`config.mk`:
```
export PLATFORM = sky130hd
export DESIGN_NAME = array_bus_merge
export DESIGN_NICKNAME = d
export VERILOG_FILES = /design/src/rtl/array_bus_pkg.sv /design/src/rtl/array_bus_lane_fifo.sv /design/src/rtl/array_bus_merge.sv
export SDC_FILE = /design/constraint.sdc
export NUM_CORES = 1
export LEC_CHECK = 0
export CORE_ASPECT_RATIO = 0.75
export CORE_MARGIN = 4
export CORE_UTILIZATION = 40
export CTS_CLUSTER_SIZE = 30
export DETAILED_ROUTE_END_ITERATION = 6
export GPL_ROUTABILITY_DRIVEN = 0
export SETUP_SLACK_MARGIN = 0.5
export SLEW_MARGIN = 10
export SYNTH_ARGS = -nofsm -noshare
export SYNTH_HDL_FRONTEND = slang
export SYNTH_SLANG_ARGS = --single-unit
```
`constraint.sdc`:
```
create_clock -name clk -period 3.2 [get_ports clk]
set_input_delay 0.32 -clock clk [delete_from_list [all_inputs] [get_ports clk]]
set_output_delay 0.32 -clock clk [all_outputs]
set_load 0.005 [all_outputs]
```
`src/rtl/array_bus_pkg.sv`:
```
`default_nettype none
// ============================================================================
//  Module      : array_bus_pkg
//  Description : Definitions shared by the two-lane array-bus stages: the
//                lane count, the default lane data width, and the lane index
//                and data word types.
//  Revision    : 1.0  initial release
// ============================================================================
package array_bus_pkg;

    localparam int NUM_LANES      = 2;
    localparam int DATA_W_DEFAULT = 8;

    // With two lanes, a lane index is a single bit.
    typedef logic                      lane_t;
    typedef logic [DATA_W_DEFAULT-1:0] word_t;

endpackage
`default_nettype wire

```
`src/rtl/array_bus_lane_fifo.sv`:
```
`default_nettype none
// ============================================================================
//  Module      : array_bus_lane_fifo
//  Description : Single-lane FIFO with DEPTH entries. The head word is
//                visible on rd_data without a read cycle (show-ahead).
//                Push and pop may happen in the same cycle, including when
//                the FIFO is full. The caller must not push a full FIFO
//                unless it pops in the same cycle, and must never pop an
//                empty FIFO.
//  Ports       : clk, rst_n        clock, asynchronous active-low reset
//                push, wr_data     write strobe and data
//                pop               remove the head word
//                rd_data           head word (valid while !empty)
//                full, empty       occupancy flags
//  Revision    : 1.0  initial release
// ============================================================================
module array_bus_lane_fifo #(
    parameter int DATA_W = 8,
    parameter int DEPTH  = 4
) (
    input  logic              clk,
    input  logic              rst_n,
    input  logic              push,
    input  logic [DATA_W-1:0] wr_data,
    input  logic              pop,
    output logic [DATA_W-1:0] rd_data,
    output logic              full,
    output logic              empty
);

    localparam int c_ADDR_W = $clog2(DEPTH);
    localparam int c_CNT_W  = $clog2(DEPTH + 1);

    logic [DATA_W-1:0]   r_mem [DEPTH];
    logic [c_ADDR_W-1:0] r_wr_ptr;
    logic [c_ADDR_W-1:0] r_rd_ptr;
    logic [c_CNT_W-1:0]  r_count;

    // Storage is not reset: the pointers and the count define which entries
    // are valid.
    always_ff @(posedge clk) begin
        if (push) begin
            r_mem[r_wr_ptr] <= wr_data;
        end
    end

    // DEPTH is a power of two, so the address pointers wrap modulo DEPTH
    // by natural overflow. The separate occupancy count (0..DEPTH) tells
    // full from empty when the two pointers are equal.
    always_ff @(posedge clk or negedge rst_n) begin
        if (!rst_n) begin
            r_wr_ptr <= '0;
            r_rd_ptr <= '0;
            r_count  <= '0;
        end else begin
            if (push) begin
                r_wr_ptr <= r_wr_ptr + 1'b1;
            end
            if (pop) begin
                r_rd_ptr <= r_rd_ptr + 1'b1;
            end
            case ({push, pop})
                2'b10:   r_count <= r_count + 1'b1;
                2'b01:   r_count <= r_count - 1'b1;
                default: r_count <= r_count;
            endcase
        end
    end

    assign rd_data = r_mem[r_rd_ptr];
    assign full    = (r_count == c_CNT_W'(DEPTH));
    assign empty   = (r_count == '0);

endmodule
`default_nettype wire

```
`src/rtl/array_bus_merge.sv`:
```
`default_nettype none
// ============================================================================
//  Module      : array_bus_merge
//  Description : Merges the two lanes of a registered array bus into one
//                word stream. Each lane is buffered in its own FIFO, and a
//                round-robin arbiter feeds a single output register that
//                supports valid/ready handshaking. A word that reaches a
//                full FIFO which is not popped in the same cycle is dropped,
//                and that lane's sticky overflow flag is set.
//  Ports       : clk, rst_n              clock, asynchronous active-low reset
//                in_data[0:1]            per-lane input data
//                in_valid[0:1]           per-lane input valid (no backpressure)
//                out_data/out_lane       merged word and its source lane
//                out_valid/out_ready     output handshake
//                overflow[0:1]           sticky per-lane drop flags
//                delivered_cnt[0:1]      per-lane handshake counters; present
//                                        only when ARRAY_BUS_MERGE_STATS_EN
//                                        is defined
//  Config      : `define ARRAY_BUS_MERGE_STATS_EN enables delivered_cnt
//  Revision    : 1.0  initial release
// ============================================================================
module array_bus_merge
    import array_bus_pkg::*;
#(
    parameter int DATA_W = DATA_W_DEFAULT,
    parameter int DEPTH  = 4
) (
    input  logic              clk,
    input  logic              rst_n,
    input  logic [DATA_W-1:0] in_data  [0:NUM_LANES-1],
    input  logic              in_valid [0:NUM_LANES-1],
    output logic [DATA_W-1:0] out_data,
    output logic              out_lane,
    output logic              out_valid,
    input  logic              out_ready,
`ifdef ARRAY_BUS_MERGE_STATS_EN
    output logic [15:0]       delivered_cnt [0:NUM_LANES-1],
`endif
    output logic              overflow [0:NUM_LANES-1]
);

    logic [NUM_LANES-1:0] w_full;
    logic [NUM_LANES-1:0] w_empty;
    logic [NUM_LANES-1:0] w_pop;
    logic [DATA_W-1:0]    w_rd_data [NUM_LANES];

    logic                 w_load;
    logic                 w_grant_valid;
    lane_t                w_grant;

    logic                 r_out_valid;
    logic [DATA_W-1:0]    r_out_data;
    lane_t                r_out_lane;
    lane_t                r_rr_ptr;

    // The output register can take a new word when it is empty, or when its
    // current word is accepted in this cycle.
    assign w_load = !r_out_valid || out_ready;

    always_comb begin
        w_grant_valid = !w_empty[0] || !w_empty[1];
        w_grant       = 1'b0;
        if (!w_empty[0] && !w_empty[1]) begin
            w_grant = r_rr_ptr;
        end else if (w_empty[0]) begin
            w_grant = 1'b1;
        end
        w_pop    = '0;
        if (w_load && w_grant_valid) begin
            w_pop[w_grant] = 1'b1;
        end
    end

    for (genvar i = 0; i < NUM_LANES; i++) begin : g_lane
        logic w_push;
        logic r_ovf;

        // A full FIFO can still take the arriving word if the arbiter pops
        // it in the same cycle.
        assign w_push = in_valid[i] && (!w_full[i] || w_pop[i]);

        array_bus_lane_fifo #(
            .DATA_W (DATA_W),
            .DEPTH  (DEPTH)
        ) u_fifo (
            .clk     (clk),
            .rst_n   (rst_n),
            .push    (w_push),
            .wr_data (in_data[i]),
            .pop     (w_pop[i]),
            .rd_data (w_rd_data[i]),
            .full    (w_full[i]),
            .empty   (w_empty[i])
        );

        always_ff @(posedge clk or negedge rst_n) begin
            if (!rst_n) begin
                r_ovf <= 1'b0;
            end else if (in_valid[i] && !w_push) begin
                r_ovf <= 1'b1;
            end
        end

        assign overflow[i] = r_ovf;
    end

    always_ff @(posedge clk or negedge rst_n) begin
        if (!rst_n) begin
            r_out_valid <= 1'b0;
            r_out_data  <= '0;
            r_out_lane  <= 1'b0;
            r_rr_ptr    <= 1'b0;
        end else if (w_load) begin
            r_out_valid <= w_grant_valid;
            if (w_grant_valid) begin
                r_out_data <= w_rd_data[w_grant];
                r_out_lane <= w_grant;
                r_rr_ptr   <= ~w_grant;
            end
        end
    end

    assign out_valid = r_out_valid;
    assign out_data  = r_out_data;
    assign out_lane  = r_out_lane;

`ifdef ARRAY_BUS_MERGE_STATS_EN
    logic [15:0] r_delivered_cnt [NUM_LANES];

    // Counters wrap naturally from 0xFFFF to 0.
    always_ff @(posedge clk or negedge rst_n) begin
        if (!rst_n) begin
            for (int k = 0; k < NUM_LANES; k++) begin
                r_delivered_cnt[k] <= '0;
            end
        end else if (r_out_valid && out_ready) begin
            r_delivered_cnt[r_out_lane] <= r_delivered_cnt[r_out_lane] + 16'd1;
        end
    end

    for (genvar i = 0; i < NUM_LANES; i++) begin : g_stats
        assign delivered_cnt[i] = r_delivered_cnt[i];
    end
`endif

endmodule
`default_nettype wire

```
==> impl_summary.md <==
Pwr
In this run switching power makes up 30.8% of total power. The net switching power is 1.39 mW. The maximum ir drop on the vdd rail is 0.387 mV. Per report_power, the combinational group accounts for 30.8% of the total. The clock network burns 25.7% of the power. For this design the static power due to leakage is 1.73 nW. The internal portion of the total power is 3.12 mW.

The power per standard cell area is 954 nW/um2. Registers are responsible for 43.4% of the overall power.

Timing
Setup violations remaining at the end of the flow were counted as 0. Dividing the final minimum period by the clock period gives 78.8%. The max-slew violation count is 0. For the finished layout, the period the worst path requires is 2520 ps. The final hold violation count is 0.

Final hold analysis gives a worst-case slack of 377 ps. At the pin with the least slew margin, the transition time is 614 ps. Across all setup checks in the final design, the least slack found is 679 ps. After routing, the total negative slack on setup checks comes to 0 ps. Headroom to the max-slew limit came out at 59.0%. The fmax is 397 MHz. The worst setup skew after layout is 6.99 ps.

Setup repair after global routing left no endpoint under its margin.

Floorplan
The boundary pin count is 33. The initial cell density of the core is 40.9%. The core region is 9660 um2. The horizontal die dimension is 123 um. The floorplan has 31 rows.

The die covers 11,500 um2. The overall die height is 94.1 um.

Setup path
Traced cell by cell, the critical path runs through or3_4 > a211oi_4 > nand2_1 > fa_2 > nor2b_1 > nor3b_1 > mux2_2 > a221o_1. The biggest fanout along the worst timing path is 7. The peak per-stage delay on the critical path is 450 ps. The worst endpoint required time is 3420 ps. The kind of capture point of the worst setup path is a register. The worst setup path is of the register to register kind. The cell at the slowest stage of the critical path is dfrtp_2.

STA classifies the critical path startpoint as a register. The arrival time reported for the critical path endpoint is 2740 ps.

Clock tree
For the worst-skew pair, the clock arrives at the later sink with an insertion delay of 330 ps. The clock tree root driver cell is clkbuf_16. The CTS tree is done. The H-tree was split into 3 levels. For this design, the CTS-stage hold fixing added 0 buffers. The number of buffers between clock root and the deepest sink is 2. The clock slew seen by the registers of the worst setup and hold paths is 60 ps. Counting every sink on the clock net gives 91. The total clock buffers created by CTS is 9.

Final layout
The count of inserted antenna diode cells is 0. The final layout contains 300 nets. Cells with a size suffix above 1 make up 18.6% of the layout. The final instance area is 4730 um2. The post-route non-filler standard cell count is 406. The layout has 824 filler cells.

The post-synthesis to final-layout area growth is 19.7%.

Synthesis
The synthesized area per cell is 16.7 um2. The cell area that synthesis handed to floorplanning was 3950 um2. The cell count after synthesis came out at 236.

The number of enable-type register cells in the synthesized netlist is 64. The post-synthesis cell type count is 51. Counting every net in the synthesized netlist gives 267. For this run, the number of Yosys warnings is 0. The proportion of synthesized flip-flops having asynchronous set or reset is 29.7%. The leading register cell type out of synthesis is edfxtp_1.

The register area share after synthesis is 65.8%. The synthesized design contains 91 register bits.

Drt
The count of vias placed by the detailed router is 2,092. The first-iteration detailed-routing DRC count is 159. The via density per instance is 5.15.

The routed design has 6930 um of wire. The post-detailed-route wirelength per cell is 17.1 um. The detail route stage leaves a number of antenna-violating nets equal to 0. The detailed-routing iteration count for the pre-antenna-repair pass is 5. In the routed design, unresolved DRC markers number 0.

Outcome
The flow ran to the end, and the final reports show no timing, DRC or antenna violations.

Flow run
The number of violations of the max-capacitance limit is 0.

Place
Detailed placement finished with a half-perimeter wire length of 4780 um. The count of port buffers added during placement is 32. Prior to clock tree synthesis, the placed netlist has a worst setup slack of 615 ps.

The number of placed instances, taps included is 390. After detailed placement, the total cell area comes to 4390 um2.

GRT
Summed over all layers, the global routing overflow is 0. Entering global routing, the biggest net connects 28 pins. The number of global-route vias before repair is 2,152. The number of antenna violations at the first check in global routing is 0. In the global route stage, overall resource usage came out at 13.7%.

The first global-routing pass estimated 11,700 um of wire.

Min path
The class of the tightest hold or removal check is input port to async pin.
[layer usage]
layer / wire (um) / track usage (%) / vias to the layer above
met4: 40 / 2.80 / 0
met1: 3360 / 19.6 / 1077
li1: - / - / 969
met2: 3160 / 19.6 / 41
met5: 0 / 0 / -
met3: 365 / 5.54 / 5
[what timing repair did]
item | 4_1_cts | 5_1_grt
setup buffers | 0 | 0
gates resized for setup | 0 | 4
endpoints found under the setup margin | 0 | 1
[cell families after synthesis]
group	Yosys count	synth area share (%)
and+or+nand+nor	36	5.45
AOI/OAI and AO/OA	42	9.25
adders and majority gates	10	3.55
buffers and inverters	26	3.07
muxes	21	10.5
xor gates and xnor gates	10	2.41
DFF	91	65.8
[cell usage after synthesis, types with 2 or more instances]
library cell  number  share of area, %
a211oi_1           2              0.38
a21o_1             8               1.5
a21oi_1            4              0.51
a22o_1             9               2.0
a31oi_2            2              0.63
a41o_1             2              0.51
and2_1             8               1.3
buf_1              2              0.19
buf_2              7              0.89
buf_4              2              0.38
dfrtp_1           27                17
edfxtp_1          64                49
fa_1               2               1.0
ha_1               8               2.5
inv_1             13               1.2
mux2_1             2              0.57
mux2_2             2              0.57
mux4_2            16               9.1
nand2_1            7              0.67
nand2b_1           2              0.32
nor2_1             6              0.57
nor2b_1            2              0.32
nor3_1             2              0.25
nor3_2             2              0.51
o21ai_0            2              0.25
xnor2_1            5               1.1
xor2_1             4              0.89
[critical path: cells and delay by family (launching register included)]
family                     cells  cell delay, ps
muxes                          1             270
DFF                            1             450
adders and majority gates      1             350
and+or+nand+nor                4             810
AOI/OAI and AO/OA              2             530
[path summary, 6_finish.rpt]
check	start	endpoint	slack, ps	cells after the start
max	g_lane[0].u_fifo.r_count[0]	g_lane[1].u_fifo.r_count[2]	680	8
min reg2reg	g_lane[0].r_ovf	g_lane[0].r_ovf	470	1
min in group clk	g_lane[0].r_ovf	g_lane[0].r_ovf	470	1
max in group asynchronous	rst_n	g_lane[0].u_fifo.r_count[0]	2530	2
max reg2reg	g_lane[0].u_fifo.r_count[0]	g_lane[1].u_fifo.r_count[2]	680	8
min	rst_n	out_valid	380	2
[area by class of cell]
class                           count  area [um2]  area share [%]
Clock buffer                       12         256            5.42
Clock inverter                      4        80.1            1.69
Inverter                           13        48.8            1.03
Multi-Input combinational cell    119        1230            26.1
Sequential cell                    91        2600            55.0
Tap cell                          132         165            3.49
Timing Repair Buffer               35         343            7.25
[state kept, by name, summed over array words and instances (netlist names)]
signal                  flops
g_lane.u_fifo.r_mem        64
out_data                    8
g_lane.u_fifo.r_count       6
g_lane.u_fifo.r_rd_ptr      4
g_lane.u_fifo.r_wr_ptr      4
g_lane.r_ovf                2
out_lane                    1
out_valid                   1
r_rr_ptr                    1
[stage by stage]
| step | power (mW) | utilization (%) |
|---|---|---|
| after detailed placement | 3.39 | 45.4 |
| after floorplan | 2.95 | - |
| after global placement | 3.37 | 45.4 |
| final | 4.51 | 49.0 |
| after global routing | 4.81 | 49.0 |
| after CTS | 4.56 | 48.9 |
[placed cells by master (no fill, tap or decap), drive strengths merged, types with 4 or more instances in the layout]
cell type,instances
a21oi,4
a21o,8
a22o,9
edfxtp,64
nand2,8
inv,15
mux2,4
ha,8
clkbuf,12
xor2,4
xnor2,6
nor3,5
dfrtp,27
clkdlybuf4s50,32
nor2,6
and2,8
mux4,16
[power by group through the flow]
stage	sequential, mW	combinational (mW)	clock, mW
floorplan	1.75	1.19	0
global route	2.02	1.55	1.24
CTS	1.97	1.41	1.19
detailed placement	1.99	1.40	0
finish	1.96	1.39	1.16
global placement	1.98	1.39	0
Note: power is estimated with default switching activity, not from simulation.
